**src/rtl/sm_mem_arb_2to1.sv**
```systemverilog
// Round-robin 2:1 arbiter sharing one mem port; responses routed in order via an in-flight port-ID FIFO.
// Zero-latency combinational request/response paths; the only state is prio, the ID FIFO and the count.
// Requests stall when p_max_inflight are outstanding; response rdy follows the head requester. SM_MEM_ARB_STATS_EN adds counters.
module sm_mem_arb_2to1 #(
    parameter int p_opaque_nbits = 8,
    parameter int p_addr_nbits   = 32,
    parameter int p_data_nbits   = 32,
    parameter int p_max_inflight = 4,
    localparam int c_len_nbits  = $clog2(p_data_nbits / 8),
    localparam int c_req_nbits  = 3 + p_opaque_nbits + p_addr_nbits + c_len_nbits + p_data_nbits,
    localparam int c_resp_nbits = 3 + p_opaque_nbits + 2 + c_len_nbits + p_data_nbits,
    localparam int c_ptr_nbits  = $clog2(p_max_inflight),
    localparam int c_cnt_nbits  = c_ptr_nbits + 1
) (
    input  logic                    clk,
    input  logic                    reset,
    input  logic                    req0_val,
    output logic                    req0_rdy,
    input  logic [c_req_nbits-1:0]  req0_msg,
    input  logic                    req1_val,
    output logic                    req1_rdy,
    input  logic [c_req_nbits-1:0]  req1_msg,
    output logic                    resp0_val,
    input  logic                    resp0_rdy,
    output logic [c_resp_nbits-1:0] resp0_msg,
    output logic                    resp1_val,
    input  logic                    resp1_rdy,
    output logic [c_resp_nbits-1:0] resp1_msg,
    output logic                    memreq_val,
    input  logic                    memreq_rdy,
    output logic [c_req_nbits-1:0]  memreq_msg,
    input  logic                    memresp_val,
    output logic                    memresp_rdy,
    input  logic [c_resp_nbits-1:0] memresp_msg,
    output logic [c_cnt_nbits-1:0]  outstanding
`ifdef SM_MEM_ARB_STATS_EN
    ,
    output logic [31:0]             grant0_count,
    output logic [31:0]             grant1_count,
    output logic [31:0]             full_stall_count
`endif
);

    logic                      prio;
    logic [p_max_inflight-1:0] id_fifo;
    logic [c_ptr_nbits-1:0]    head_ptr;
    logic [c_ptr_nbits-1:0]    tail_ptr;
    logic [c_cnt_nbits-1:0]    count;
    logic                      full;
    logic                      empty;
    logic                      winner;
    logic                      head_id;
    logic                      push;
    logic                      pop;

    assign full    = (count == c_cnt_nbits'(p_max_inflight));
    assign empty   = (count == '0);
    // With a single valid port that port wins; prio only breaks ties.
    assign winner  = (req0_val && req1_val) ? prio : req1_val;
    assign head_id = id_fifo[head_ptr];

    always_comb begin
        memreq_val  = reset && (req0_val || req1_val) && !full;
        memreq_msg  = winner ? req1_msg : req0_msg;
        req0_rdy    = reset && memreq_rdy && !full && !winner;
        req1_rdy    = reset && memreq_rdy && !full && winner;
        memresp_rdy = reset && !empty && (head_id ? resp1_rdy : resp0_rdy);
        resp0_val   = reset && memresp_val && !empty && !head_id;
        resp1_val   = reset && memresp_val && !empty && head_id;
    end

    assign resp0_msg   = memresp_msg;
    assign resp1_msg   = memresp_msg;
    assign push        = memreq_val && memreq_rdy;
    assign pop         = memresp_val && memresp_rdy;
    assign outstanding = count;

    always_ff @(posedge clk) begin
        if (!reset) begin
            prio     <= 1'b0;
            head_ptr <= '0;
            tail_ptr <= '0;
            count    <= '0;
        end else begin
            if (push) begin
                tail_ptr <= tail_ptr + 1'b1;
                prio     <= ~winner;
            end
            if (pop) begin
                head_ptr <= head_ptr + 1'b1;
            end
            if (push && !pop) begin
                count <= count + 1'b1;
            end else if (!push && pop) begin
                count <= count - 1'b1;
            end
        end
    end

    // ID storage needs no reset: entries are only read between push and pop.
    always_ff @(posedge clk) begin
        if (push) begin
            id_fifo[tail_ptr] <= winner;
        end
    end

`ifdef SM_MEM_ARB_STATS_EN
    always_ff @(posedge clk) begin
        if (!reset) begin
            grant0_count     <= '0;
            grant1_count     <= '0;
            full_stall_count <= '0;
        end else begin
            if (push && !winner && grant0_count != '1) begin
                grant0_count <= grant0_count + 32'd1;
            end
            if (push && winner && grant1_count != '1) begin
                grant1_count <= grant1_count + 32'd1;
            end
            if ((req0_val || req1_val) && full && full_stall_count != '1) begin
                full_stall_count <= full_stall_count + 32'd1;
            end
        end
    end
`endif

`ifndef SYNTHESIS
    always_ff @(posedge clk) begin
        if (reset && memresp_val && empty) begin
            $display("sm_mem_arb_2to1: protocol error, memresp_val with no request in flight");
        end
    end
`endif

endmodule

```
**config.mk**
```make
export PLATFORM = sky130hd
export DESIGN_NAME = sm_mem_arb_2to1
export DESIGN_NICKNAME = d
export VERILOG_FILES = /design/src/rtl/sm_mem_arb_2to1.sv
export SDC_FILE = /design/constraint.sdc
export NUM_CORES = 1
export LEC_CHECK = 0
export ABC_AREA = 1
export CORE_AREA = 3 3 150 152
export DETAILED_ROUTE_END_ITERATION = 8
export DIE_AREA = 0 0 153 155
export REMOVE_ABC_BUFFERS = 1
export SLEW_MARGIN = 10
export SYNTH_ARGS = -nofsm -noshare
export SYNTH_HDL_FRONTEND = slang
export SYNTH_SLANG_ARGS = --single-unit
```
**constraint.sdc**
```tcl
create_clock -name clk -period 5.45 [get_ports clk]
set_input_delay 0.8175 -clock clk [delete_from_list [all_inputs] [get_ports clk]]
set_output_delay 0.8175 -clock clk [all_outputs]
set_load 0.05 [all_outputs]
```
==> results of run 1 <==
-- critical path, delay by kind of cell --
kind            cells  cell delay (ps)
simple gates        2              270
compound gates      1              120
buf+inv             4             1990
-- worst max-delay path by stage --
| stage | to | slack (ps) |
|---|---|---|
| after global placement | memreq_msg[9] | 1200 |
| after CTS | memreq_msg[9] | 1250 |
| after floorplan | memreq_msg[0] | 1590 |
| after global routing | memreq_msg[9] | 1130 |
| after detailed placement | memreq_msg[9] | 1260 |
| final | memreq_msg[39] | 1300 |
-- power by group --
group | leakage (µW) | total [µW] | switching, µW | internal [µW]
Clock | 0.0000442 | 148 | 36.9 | 111
Sequential | 0.000102 | 104 | 5.39 | 98.9
Combinational | 0.00187 | 569 | 334 | 234
Total | 0.00202 | 820 | 377 | 444
-- sequential cells by signal (all words and copies together) (netlist names) --
name and count:
outstanding 3, head_ptr 2, id_fifo 4, prio 1, tail_ptr 2
-- synth_stat cells --
cell type	number
clkbuf_2	1
dfxtp_1	8
nand3_2	2
xor2_1	1
o21ai_0	7
edfxtp_1	4
buf_4	94
buf_2	5
nand3b_1	1
nor2_1	10
fa_1	1
a21oi_1	10
inv_1	19
inv_2	3
nand3_1	7
a21oi_2	1
clkbuf_1	11
a21oi_4	1
nand2_1	244
ha_1	5
-- cell families (layout without fill, tap and decap cells) --
| family | after synthesis | count (layout) | share of synthesized area |
|---|---|---|---|
| compound gates | 19 | 19 | 0.04671 |
| xor+xnor | 1 | 1 | 0.003716 |
| fa+ha+maj | 6 | 6 | 0.03503 |
| buf+inv | 133 | 276 | 0.3646 |
| flops | 12 | 12 | 0.1189 |
| simple gates | 264 | 264 | 0.4310 |
-- routing by layer --
layer	track usage	wire, µm	vias up
li1	-	-	1494
met1	0.1199	5540	1312
met2	0.1479	5484	315
met3	0.1380	3655	20
met4	0.01952	208	2
met5	0.03313	46	-
-- area by class of cell --
type,count,area share
timing repair buffer,250,0.5559
sequential,12,0.06183
inverter,22,0.01822
multi-input combinational,290,0.2686
clock buffer,4,0.01960
tap,275,0.07590
-- placed cells by master (no fill, tap or decap) --
cell type	n
a21oi_1	10
a21oi_2	1
a21oi_4	1
buf_12	2
buf_4	1
clkbuf_16	3
clkbuf_8	1
clkdlybuf4s50_1	247
dfxtp_1	8
edfxtp_1	4
fa_1	1
ha_1	5
inv_1	19
inv_2	3
nand2_1	244
nand3_1	7
nand3_2	2
nand3b_1	1
nor2_1	10
o21ai_0	7
xor2_1	1
-- stage by stage --
stage | setup WS (ps) | hold slack, ps | instance area [µm²] | std cells
final | 1302 | 499.1 | 4533 | 853
after global routing | 1128 | 544.0 | 4533 | 853
after CTS | 1253 | 500.1 | 4533 | 853
after detailed placement | 1256 | 489.7 | 4444 | 849
after global placement | 1199 | 485.9 | 4444 | 849
after floorplan | 1586 | 462.6 | 1580 | 324
==> results.toml, run 1 <==
[clock_tree]
cts_sinks = 12
clock-root-buffer = "clkbuf_16"
ctsHtreeMaxLevel = 1
cts_buffers = 3
cts_hold_buf = 0
post_cts_buffers = 0
clkSlewWorstSetupHoldPaths_ps = 40
cts_resized = 0
clkLatencyLatePin_ps = 240
clock_path_buffers = 2
cts_tree = "done"

[sta]
period_minus_slack_ps = 4148
worst_slew_pin_slew_ps = 912.2
fin_crit_sh = 0.7611
finalSetupViolCount = 0
setup_tns_ps = 0
rsz0062_at_grt = "no"
slew_headroom = 0.3918
maxSlewViolCount = 0
finalClockSkew_ps = 3.532
hold_viol = 0
max_freq_ghz = 0.2411

[global_routing]
grt_pass1_vias = 3165
grt_pass1_wl_um = 20420
gr-usage-all-layers = 0.1152
gr-total-overflow = 0
grt_start_max_net_pins = 84
antenna_found_initial = 0

[final_layout]
fin_nets = 794
multi_input_comb_area_um2 = 1217
seq_area_um2 = 280.3
area_delta_synth_final_pct = 92.30
final_core_utilization = 0.2143
antenna_cells = 0
layout-drive-gt1-share = 0.02422
fillers = 2378

[die]
die_w_um = 153
die_h_um = 155
core-area_um2 = 21150
boundaryPins = 389
rows = 53
initial_core_util = 0.1114
die_area_um2 = 23720

[worst_setup_path]
startpoint_type = "input pin"
crit_type = "input pin to output pin"
cpMaxStageDelayCell = "clkdlybuf4s50_1"
r2r-end = "outstanding[2]"
rrSetupSlack_ps = 3230
path_cells = "clkdlybuf4s50_1 > inv_2 > a21oi_4 > buf_4 > nand2_1 > nand2_1 > clkdlybuf4s50_1"
rr_startpoint = "outstanding[0]"
crit_arrival_ps = 3330
critPathMaxFanout = 83
crit_required_ps = 4630
r2r_cells = 11
crit_path_start = "req1_val"
crit_path_max_incr_delay_ps = 820
worstSetupEndpointType = "output pin"

[job]
maxCapViolations = 0

[outcome]
status = "completed"

[min_path]
min_path_type = "flip-flop to flip-flop"
hold_start = "tail_ptr[0]"
whs_endpoint = "tail_ptr[0]"
hold_path_depth = 1

[power]
power_uw = 820.5
power.density_nw_per_um2 = 181.0
peakVddDrop_v = 0.00008977
p_leak_uw = 0.002018

[placement]
io_buffers = 247
gp_congestion = 0.8431
place_hpwl_um = 12800

[detailed_routing]
vias = 3143
ant_nets = 0
dr.pass1.iters = 5
drt_iter0_markers = 112
wl_per_cell_um = 17.51
wl_um = 14930
via_per_inst = 3.685
drc = 0

[yosys]
syn_avg_cell_area_um2 = 5.419
syn-instance-count = 435
synth_top_area_cell = "nand2_1"
yosysWarnings = 0
synth.distinct_cells = 20
synth_top_area_share = 0.3885
synth_area_um2 = 2357
yosysSeqAreaShare = 0.1189
ys_ff_latch = 12
yosys-top-cells-area = "nand2_1 39%, buf_4 30%, dfxtp_1 6.8%"
Power figures use the tool's default switching activity.
==> run 2, diff against run 1 <==
clock period = 3.57 ns   (was 5.45 ns; I/O delays follow)
==> run 2 against run 1 <==
Effect of this change: sequential share of layout area fell by 0.88 points; utilization rose by 3.5 points; via count fell by 1.6%; clock power rose by 40%; setup slack got worse by 810 ps; count of clock-buffer cells in the layout did not move.
==> results.toml, run 2 (synthesized netlist as in run 1, its figures left out) <==
[outcome]
status = "completed"

[die]
die_area_um2 = 23720
rows = 53
boundaryPins = 389
die_w_um = 153
die_h_um = 155
initial_core_util = 0.1114
core-area_um2 = 21150

[sta]
maxSlewViolCount = 0
hold_viol = 0
period_minus_slack_ps = 3078
finalSetupViolCount = 0
max_freq_ghz = 0.3249
finalClockSkew_ps = 1.117
setup_tns_ps = 0
rsz0062_at_grt = "no"
fin_crit_sh = 0.8621
slew_headroom = 0.6274
worst_slew_pin_slew_ps = 557.2

[worst_setup_path]
crit_path_start = "reset"
rr_startpoint = "outstanding[0]"
crit_required_ps = 3030
critPathMaxFanout = 9
cp-endpoint = "resp0_val"
crit_type = "input pin to output pin"
crit_arrival_ps = 2540
rrSetupSlack_ps = 1370
r2r_cells = 11
startpoint_type = "input pin"
worstSetupEndpointType = "output pin"
r2r-end = "outstanding[2]"

[clock_tree]
cts_hold_buf = 0
clock_path_buffers = 2
clkLatencyLatePin_ps = 240
cts_sinks = 12
ctsHtreeMaxLevel = 1
clock-root-buffer = "clkbuf_16"
cts_buffers = 3
clkSlewWorstSetupHoldPaths_ps = 40
cts_tree = "done"
cts_resized = 0
post_cts_buffers = 0

[global_routing]
gr-total-overflow = 0
gr-usage-all-layers = 0.1169
antenna_found_initial = 0
grt_pass1_vias = 3135
grt_pass1_wl_um = 20580
grt_start_max_net_pins = 77

[final_layout]
final_common_cell = "nand2_1"
final_cell_mix = "244 x nand2_1, 169 x clkdlybuf4s50_1, 79 x buf_12"
area_delta_synth_final_pct = 124.2
seq_area_um2 = 280.3
antenna_cells = 0
layout-drive-gt1-share = 0.1560
largest_reg_flops = 4
multi_input_comb_area_um2 = 1217
regMostFlops = "id_fifo"
fillers = 2329
fin_nets = 793

[detailed_routing]
dr.pass1.iters = 4
drt_iter0_markers = 132
ant_nets = 0
vias = 3094
wl_um = 14850
drc = 0
via_per_inst = 3.631
wl_per_cell_um = 17.43

[placement]
io_buffers = 247
place_hpwl_um = 13040
gp_congestion = 0.7966

[power]
power.density_nw_per_um2 = 273.8
peakVddDrop_v = 0.0001443
p_leak_uw = 0.002424
power_uw = 1447

[job]
maxCapViolations = 0

[min_path]
min_path_type = "flip-flop to flip-flop"
[run 2: routing by layer]
metal / wire length, µm / track usage / vias up
met5: 41 / 0.03520 / -
met4: 108 / 0.01315 / 2
met3: 3724 / 0.1405 / 17
met2: 5589 / 0.1551 / 287
met1: 5388 / 0.1199 / 1293
li1: - / - / 1495
[run 2: area by class of cell]
class,instances,area share
inverter,22,0.01563
sequential,12,0.05304
clock buffer,4,0.01492
tap,275,0.06512
timing repair buffer,249,0.6209
multi-input combinational,290,0.2304
[run 2: power by group]
part | internal (µW) | switching, µW
logic | 526 | 554
clock network | 150 | 57.2
registers | 151 | 8.85
[run 2: how the worst min path moves through the flow]
stage               depth (start not counted)   startpoint          end  slack [ps]
CTS                                         1  tail_ptr[0]  tail_ptr[0]         510
global route                                2  head_ptr[0]  head_ptr[0]         570
finish                                      1  tail_ptr[0]  tail_ptr[0]         520
global placement                            1  tail_ptr[0]  tail_ptr[0]         500
floorplan                                   1  tail_ptr[0]  tail_ptr[0]         460
detailed placement                          1  tail_ptr[0]  tail_ptr[0]         500
[run 2: critical path: stages]
cell and delay, ps:
clkdlybuf4s50_1 620, nand2_1 110, nor2_1 220, inv_1 90, a21oi_1 140, clkdlybuf4s50_1 820
[run 2: metrics by stage]
stage / instances / hold slack (ps) / cell area (µm²) / util / setup slack, ps
final: 852 / 518.1 / 5284 / 0.2498 / 492.2
after floorplan: 324 / 462.6 / 1580 / - / 270.4
after global routing: 852 / 568.3 / 5284 / 0.2498 / 351.8
after detailed placement: 848 / 500.4 / 5205 / 0.2461 / 481.9
after global placement: 848 / 496.5 / 5205 / 0.2461 / 523.3
after CTS: 852 / 513.4 / 5284 / 0.2498 / 476.8
